<file path="src/rtl/vc_input_buffer.sv">
// vc_input_buffer: per-VC flit FIFOs with round-robin arbitration that locks onto one VC per wormhole packet
// and returns one registered credit pulse per popped flit.
module vc_input_buffer #(
   parameter int N_VC       = 3,
   parameter int FIFO_DEPTH = 4,
   parameter int FLIT_W     = 34
) (
   input  logic              clk,
   input  logic              arst,
   input  logic              fin_valid_i,
   input  logic [1:0]        fin_vc_i,
   input  logic [FLIT_W-1:0] fin_flit_i,
   output logic [N_VC-1:0]   fin_credit_o,
   output logic [FLIT_W+2:0] flit_req_o,
   input  logic              flit_ready_i,
   output logic [N_VC-1:0]   vc_empty_o,
   output logic [N_VC-1:0]   vc_full_o,
   output logic              ovf_err_o
);
   localparam int PW = $clog2(FIFO_DEPTH);
   localparam int CW = PW + 1;

   typedef enum logic {IDLE, LOCKED} state_t;

   logic [FLIT_W-1:0] mem_q [N_VC][FIFO_DEPTH];
   logic [PW-1:0]     rd_ptr_q [N_VC];
   logic [PW-1:0]     rd_ptr_d [N_VC];
   logic [PW-1:0]     wr_ptr_q [N_VC];
   logic [PW-1:0]     wr_ptr_d [N_VC];
   logic [CW-1:0]     cnt_q [N_VC];
   logic [CW-1:0]     cnt_d [N_VC];
   state_t            state_q, state_d;
   logic [1:0]        rr_q, rr_d, lock_q, lock_d;
   logic [1:0]        cand, scan, sel;
   logic [N_VC-1:0]   credit_q, push_v, pop_v;
   logic              ovf_q, ovf_d;
   logic              req, pop, vc_ok, push_acc;
   logic [FLIT_W-1:0] head;
   logic [1:0]        head_type;

   function automatic logic [1:0] inc_vc(input logic [1:0] v);
      return (int'(v) == N_VC - 1) ? 2'd0 : v + 2'd1;
   endfunction

   always_comb begin
      for (int v = 0; v < N_VC; v++) begin
         vc_empty_o[v] = cnt_q[v] == '0;
         vc_full_o[v]  = cnt_q[v] == CW'(FIFO_DEPTH);
      end
   end

   // Scan downward so the lowest offset from rr_q wins.
   always_comb begin
      cand = rr_q;
      scan = '0;
      for (int i = N_VC - 1; i >= 0; i--) begin
         scan = 2'((int'(rr_q) + i) % N_VC);
         cand = vc_empty_o[scan] ? cand : scan;
      end
   end

   assign sel        = (state_q == LOCKED) ? lock_q : cand;
   assign req        = !vc_empty_o[sel];
   assign head       = mem_q[sel][rd_ptr_q[sel]];
   assign head_type  = head[FLIT_W-1 -: 2];
   assign flit_req_o = req ? {head, sel, 1'b1} : '0;
   assign pop        = req & flit_ready_i;
   assign vc_ok      = int'(fin_vc_i) < N_VC;
   // A full VC still accepts a push when it is being popped on the same edge.
   assign push_acc   = fin_valid_i & vc_ok &
                       ((cnt_q[fin_vc_i] != CW'(FIFO_DEPTH)) | (pop & (sel == fin_vc_i)));
   assign ovf_d      = ovf_q | (fin_valid_i & !push_acc);

   always_comb begin
      for (int v = 0; v < N_VC; v++) begin
         push_v[v]   = push_acc & (fin_vc_i == 2'(v));
         pop_v[v]    = pop & (sel == 2'(v));
         wr_ptr_d[v] = wr_ptr_q[v] + PW'(push_v[v]);
         rd_ptr_d[v] = rd_ptr_q[v] + PW'(pop_v[v]);
         cnt_d[v]    = cnt_q[v] + CW'(push_v[v]) - CW'(pop_v[v]);
      end
   end

   // Head flits take the lock; tail/single release it. Stray body/tail in IDLE pass through unlocked.
   always_comb begin
      state_d = state_q;
      rr_d    = rr_q;
      lock_d  = lock_q;
      if (pop && state_q == IDLE) begin
         rr_d    = inc_vc(cand);
         state_d = (head_type == 2'b00) ? LOCKED : IDLE;
         lock_d  = (head_type == 2'b00) ? cand : lock_q;
      end else if (pop && head_type[1]) begin
         rr_d    = inc_vc(lock_q);
         state_d = IDLE;
      end
   end

   always_ff @(posedge clk or negedge arst) begin
      if (!arst) begin
         for (int v = 0; v < N_VC; v++) begin
            rd_ptr_q[v] <= '0;
            wr_ptr_q[v] <= '0;
            cnt_q[v]    <= '0;
         end
         state_q  <= IDLE;
         rr_q     <= '0;
         lock_q   <= '0;
         credit_q <= '0;
         ovf_q    <= 1'b0;
      end else begin
         for (int v = 0; v < N_VC; v++) begin
            rd_ptr_q[v] <= rd_ptr_d[v];
            wr_ptr_q[v] <= wr_ptr_d[v];
            cnt_q[v]    <= cnt_d[v];
         end
         state_q  <= state_d;
         rr_q     <= rr_d;
         lock_q   <= lock_d;
         credit_q <= pop_v;
         ovf_q    <= ovf_d;
      end
   end

   always_ff @(posedge clk) begin
      if (push_acc) mem_q[fin_vc_i][wr_ptr_q[fin_vc_i]] <= fin_flit_i;
   end

   assign fin_credit_o = credit_q;
   assign ovf_err_o    = ovf_q;

endmodule

</file>
<file path="config.mk">
export PLATFORM = sky130hd
export DESIGN_NAME = vc_input_buffer
export DESIGN_NICKNAME = d
export VERILOG_FILES = /design/src/rtl/vc_input_buffer.sv
export SDC_FILE = /design/constraint.sdc
export NUM_CORES = 1
export LEC_CHECK = 0
export ABC_AREA = 1
export CAP_MARGIN = 10
export CORE_MARGIN = 2
export CORE_UTILIZATION = 55
export DETAILED_ROUTE_END_ITERATION = 8
export MAX_ROUTING_LAYER = met4
export PLACE_DENSITY = 0.79
export SLEW_MARGIN = 25
export SYNTH_ARGS = -nofsm -noshare
export SYNTH_HDL_FRONTEND = slang
export SYNTH_SLANG_ARGS = --single-unit
</file>
<file path="constraint.sdc">
create_clock -name clk -period 11.5 [get_ports clk]
set_input_delay 1.15 -clock clk [delete_from_list [all_inputs] [get_ports clk]]
set_output_delay 1.15 -clock clk [all_outputs]
set_load 0.1 [all_outputs]
</file>
==> summary.md, run 1 <==
| Metric | Value |
|---|---|
| Worst path max stage delay | 1180 ps |
| Final antenna-violating net count | 0 |
| RSZ-0062 raised after global routing | no |
| Routed WL per cell | 20.30 microns |
| Cells after Synth | 1,488 |
| Hold buffers post-CTS | 0 |
| H-Tree Depth | 2 |
| Worst r2r src | rr_q[0] |
| Clk Latency, worst-skew pair | 540 ps |
| Crit. End Element | output port |
| Share of cells above drive strength 1 | around 10% |
| Most frequent cells in the layout | edfxtp_1, nand2_1, nand3_1, clkdlybuf4s50_1, nor2_1 |
| DRC viols | 0 |
| Fin nets | 1,616 |
| Area grow syn2layout | 14.21% |
| Type of origin of the critical path | flip-flop |
| Critical Path Stages | 21 |
| Crit path cell chain | inv_1 -> ha_1 -> inv_1 -> nor2_1 -> nand2_2 -> nand2_2 -> o21ai_1 -> nand2_1 -> nand3_1 -> nand2_1 -> nand2_8 -> buf_16 -> inv_2 -> nand3_1 -> nand2_4 -> buf_4 -> o211ai_1 -> nand3_1 -> nand2_1 -> nor2_1 -> clkdlybuf4s50_1 |
| R2R setup slack | roughly 6200 ps |
| Placer Congestion | between 0.8 and 0.9 |
| Post-synth top area share | about two thirds |
| Setup-failing EPs final | 0 |
| Slowest stage cell, crit path | clkdlybuf4s50_1 |
| Die Y | around 190 microns |
| First-pass GRT wire length | ~65 mm |
| Cts repair resizes | 0 |
| Number of DRC violations after detailed-routing iteration 0 | ~1,300 |
| Largest net degree at the start of global routing | approximately 170 |
| Fill cells | roughly 2,400 |
| Final Cycle Share | roughly two thirds |
| CTS buffer count | 43 |
| Reg2reg end | mem_q[2][32] |
| Critical Path End | flit_req_o[26] |
| DP Wirelength | approximately 21 mm |
| Mux contribution to synthesized area | 0% |
| Setup TNS | 0 ps |
| Outcome | complete, no violations |
| Library cells used by synthesis | 41 |
| Setup ws final | 3967 ps |
| Root buffer cell | clkbuf_16 |
| Final clock skew | about 18 ps |
| Vias | roughly 12,000 |
| Crit path max-delay family | buffers and inverters |
| Clock Path Buffers | 3 |
| TritonCTS Sinks | 438 |
| Max-cap check violation count | 0 |
| FP Rows | 66 |
| Buf+Inv Stages, Crit Path | 6 |
| Clock-pin slew on the worst setup and hold paths | roughly 60 ps |
| Minimum clock period | around 7500 ps |
| WHS | 453.4 ps |
| Dpl ws | around 4500 ps |
| Compound-Gate Fraction of Synth Area | around 7.6% |
| Vias in the first global route | ~12,000 |
| Register area share after synthesis | slightly above 70% |
| Area leader, netlist | edfxtp_1 |
| Type of the worst setup path | flip-flop to output port |
| Reg area | 13,000 sq um |
| Worst EP required | ~10,000 ps |
| Worst Setup SP | rr_q[0] |
| Initial Util | ~56% |
| Syn nets | around 1,500 |
| Top cells by area, synth | edfxtp_1, nand2_1, nand3_1 |
| Rel. slew slack | 34.21% |
| R2R depth | 22 |
| Antenna diode count | 0 |
| Simple-gate area share of the yosys netlist | approximately 16% |
| FF+latch count, synth | 438 |
| Initial DRT Pass Iterations | 5 |
| Final hold vios | 0 |
| Post-synthesis xor/xnor area fraction | 0.5715% |
| Post-synthesis cell area | 18,390 sq um |
| Finished Core Util | roughly 64% |
| Boundary Pins | slightly below 90 |
| Area of the multi-input gates | around 4800 sq um |
| Largest family of logic cells by synthesized area | simple AND/OR/NAND/NOR gates |
| Adder-cell share of the synthesized area | 1.347% |
| Chip Width | approximately 190 microns |
| Post-CTS Setup Inserts | 0 |
| Worst Path Max Fanout | 100 |
| Drt via density | 5.812 |
| Arrival @ worst endpoint | 6380 ps |
| YS warnings | 0 |
| CTS tree | yes |
| Final WL | around 41 mm |
| Die area | about 35,000 sq um |
| Highest clock rate | between 100 and 150 MHz |
| Total GRT Usage | between 20% and 30% |
| Core box area | between 30,000 and 40,000 sq um |
| Mapped Avg Cell Area | around 12 sq um |
| Worst hold path type | flip-flop to flip-flop |
| PortBufs | between 80 and 90 |
| Number of antenna violations at the first check in global routing | 0 |
| Slew of the pin with the lowest slew margin | between 900 and 1000 ps |
| GRT Residual Overflow | 0 |
| Commonest non-fill, non-tap cell in the layout | edfxtp_1 |
| Pins Over Slew Limit | 0 |
Yosys cell counts, drive strengths merged:
cell,number
nand3,169
nand3b,6
nor3,5
a21o,1
buf,64
a21boi,2
dfrtp,30
a21oi,32
a221oi,2
xor2,10
fa,3
a31oi,32
o211ai,66
nand2,389
o21ai,67
clkbuf,20
o22ai,1
or2,1
ha,15
o21a,1
edfxtp,408
nor2,98
nand4,6
nor3b,1
xnor2,2
inv,55
clkinv,2
registers in the layout (all words and copies together), names as in the netlist:
name and cells:
mem_q 408, cnt_q 9, rd_ptr_q 6, wr_ptr_q 6
fin_credit_o 3, lock_q 2, rr_q 2, ovf_err_o 1
state_q 1
routing by layer:
| metal | vias up | wire, microns | track usage [%] |
|---|---|---|---|
| met5 | - | 0 | - |
| met4 | 0 | 1189 | 9.035 |
| met3 | 100 | 3264 | 3.433 |
| met2 | 542 | 20230 | 39.56 |
| met1 | 5723 | 16600 | 31.57 |
| li1 | 5456 | - | - |
final cells by class:
type	count	share of cell area, %
sequential	438	61.91
inverter	57	1.031
tap	442	2.633
multi-input combinational	909	22.88
timing repair buffer	109	5.052
clock inverter	30	1.168
clock buffer	49	5.332
kinds of logic after synthesis:
group	after synthesis
compound gates	204
flops	438
buf+inv	141
simple gates	675
fa+ha+maj	18
xor+xnor	12
per-stage QoR:
step | cells | area (sq um)
5_1_grt | 2034 | 21000
6_report | 2034 | 21000
2_1_floorplan | 1488 | 18390
3_3_place_gp | 1954 | 19600
4_1_cts | 2033 | 20970
3_5_place_dp | 1954 | 19610
how the worst min path moves through the flow:
stage | start | end | slack, ps | depth (start not counted)
6_report | ovf_err_o | ovf_err_o | 450 | 1
5_1_grt | wr_ptr_q[1] | wr_ptr_q[1] | 490 | 1
4_1_cts | ovf_err_o | ovf_err_o | 460 | 1
3_5_place_dp | ovf_err_o | ovf_err_o | 440 | 1
3_3_place_gp | ovf_err_o | ovf_err_o | 440 | 1
2_1_floorplan | wr_ptr_q[1] | wr_ptr_q[1] | 440 | 1
Power of run 1 is left out: the tool's default activity adds up to more than one toggle a clock period on the data nets, which glitch-free logic cannot reach.
==> run 2: changes to the inputs <==
--- a/config.mk
+++ b/config.mk
@@ -8,10 +8,10 @@
 export ABC_AREA = 1
 export CAP_MARGIN = 10
 export CORE_MARGIN = 2
-export CORE_UTILIZATION = 55
+export CORE_UTILIZATION = 54
 export DETAILED_ROUTE_END_ITERATION = 8
 export MAX_ROUTING_LAYER = met4
-export PLACE_DENSITY = 0.79
+export PLACE_DENSITY = 0.8
 export SLEW_MARGIN = 25
 export SYNTH_ARGS = -nofsm -noshare
 export SYNTH_HDL_FRONTEND = slang
==> constraint.sdc (replaced) <==
create_clock -name clk -period 6.82 [get_ports clk]
set_input_delay 0.682 -clock clk [delete_from_list [all_inputs] [get_ports clk]]
set_output_delay 0.682 -clock clk [all_outputs]
set_load 0.1 [all_outputs]
==> run 2 against run 1 <==
  * Die area rose by 1.8%
  * Critical endpoint is now flit_req_o[34]
  * Core utilization fell by 1.9 points
  * Largest cell class unchanged
  * Critical path depth rose by 2
  * Clock-buffer cell count rose by 10
==> summary.md, run 2 (same netlist as run 1, synthesis figures left out) <==
| Metric | Value |
|---|---|
| Minimum clock period | around 5800 ps |
| Boundary Pins | 87 |
| Core box area | 33,530 sq um |
| Vias | 11,850 |
| Clk Latency, worst-skew pair | 550 ps |
| Final antenna-violating net count | 0 |
| Slew of the pin with the lowest slew margin | about 980 ps |
| First-pass GRT wire length | 62.87 mm |
| Max-cap check violation count | 0 |
| GRT Residual Overflow | 0 |
| RSZ-0062 raised after global routing | no |
| Final WL | about 40 mm |
| Area grow syn2layout | 13.73% |
| Outcome | complete, no violations |
| Type of the worst setup path | flip-flop to output port |
| Max reg flops | ~410 |
| Fill cells | between 2,000 and 2,500 |
| Chip Width | ~190 microns |
| Routed WL per cell | 19.66 microns |
| Clock Path Buffers | 3 |
| Initial Util | a little over half |
| CTS tree | yes |
| Worst hold path type | flip-flop to flip-flop |
| Arrival @ worst endpoint | 5160 ps |
| DP Wirelength | approximately 22 mm |
| Worst Path Max Fanout | 54 |
| Pins Over Slew Limit | 0 |
| Initial DRT Pass Iterations | 5 |
| Share of cells above drive strength 1 | 12.73% |
| Number of DRC violations after detailed-routing iteration 0 | ~1,300 |
| TritonCTS Sinks | 438 |
| Crit. End Element | output port |
| Vias in the first global route | 11,690 |
| Commonest non-fill, non-tap cell in the layout | edfxtp_1 |
| FP Rows | 67 |
| Type of origin of the critical path | flip-flop |
| Final Cycle Share | between 80% and 90% |
| Clock-pin slew on the worst setup and hold paths | 60 ps |
| Final hold vios | 0 |
| Total GRT Usage | about a quarter |
| Cts repair resizes | 0 |
| Die Y | between 150 and 200 microns |
| Post-CTS Setup Inserts | 0 |
| Setup TNS | 0 ps |
| Highest clock rate | 171.1 MHz |
| Largest net degree at the start of global routing | roughly 110 |
| Setup-failing EPs final | 0 |
| Drt via density | 5.798 |
| Hold buffers post-CTS | 0 |
| Final clock skew | 26.03 ps |
| Fin nets | about 1,600 |
| Root buffer cell | clkbuf_16 |
| Placer Congestion | 0.8312 |
| H-Tree Depth | 2 |
| PortBufs | 86 |
| Rel. slew slack | 34.25% |
| Die area | between 30,000 and 40,000 sq um |
| Most frequent cells in the layout | edfxtp_1, nand2_1, nand3_1, nor2_1, buf_4 |
| DRC viols | 0 |
| Number of antenna violations at the first check in global routing | 1 |
| Worst EP required | 6140 ps |
| CTS buffer count | 44 |
[run 2: cell count changes in the layout (fill, tap and decap cells not counted), moves of 2 or more]
cell / before / now
buf_4: 20 / 61
bufinv_16: 4 / 1
clkbuf_1: 5 / 12
clkbuf_16: 44 / 46
clkdlybuf4s50_1: 86 / 51
clkinv_1: 18 / 8
clkinv_2: 8 / 6
clkinvlp_4: 0 / 3
[run 2: final timing paths]
check / from / end / slack, ps / cells after the start
min in group asynchronous: arst / wr_ptr_q[0] / 540 / 2
max in group asynchronous: arst / lock_q[1] / 5980 / 2
hold / removal: ovf_err_o / ovf_err_o / 460 / 1
setup / recovery: rr_q[0] / flit_req_o[34] / 970 / 23
setup reg to reg: rr_q[0] / mem_q[1][46] / 1750 / 21
hold reg to reg: ovf_err_o / ovf_err_o / 460 / 1
[run 2: per-layer routing]
layer  GRT usage (%)  vias up  routed length (microns)
met5               -        -                        0
met4           8.774        0                     1156
met3           3.595       85                     3156
met2           38.55      531                    19980
met1           29.60     5759                    15900
li1                -     5476                        -
[run 2: area by class of cell]
class | instances | area [sq um] | area share (%)
diodes | 1 | 2.502 | 0.01196
inverters | 57 | 216.5 | 1.035
clock inverters | 19 | 136.4 | 0.6521
multi-input cells | 909 | 4807 | 22.98
repair buffers | 113 | 979.7 | 4.684
clock buffers | 59 | 1210 | 5.785
well taps | 448 | 560.5 | 2.680
flip-flops and latches | 438 | 13000 | 62.17
[run 2: metrics by stage]
step | setup slack, ps | util [%] | hold slack (ps) | cells | area (sq um)
2_1_floorplan | 2092 | - | 386.4 | 1488 | 18390
3_3_place_gp | 1760 | 58.34 | 439.1 | 1965 | 19560
3_5_place_dp | 1608 | 58.34 | 450.9 | 1965 | 19560
4_1_cts | 1035 | 62.35 | 464.4 | 2043 | 20910
5_1_grt | 640.2 | 62.37 | 491.0 | 2044 | 20920
6_report | 974.0 | 62.37 | 458.4 | 2044 | 20920
[run 2: worst max-delay path, stage by stage (launching register included)]
cell and delay (ps):
dfrtp_1 400, inv_1 100, ha_1 360, inv_1 110, nor2_1 160, nand2_2 100, nand2_2 110, nand2_1 60
nand2_1 50, nand2_1 40, nand2_1 50, nand2_1 60, nand2_2 80, nand2_4 110, nand2_4 460, buf_4 520
buf_4 590, nand2_1 130, nand3_1 130, o211ai_1 110, nand3_1 130, nand2_1 70, nor2_1 270, buf_4 350
Power of run 2 is left out for the same reason.
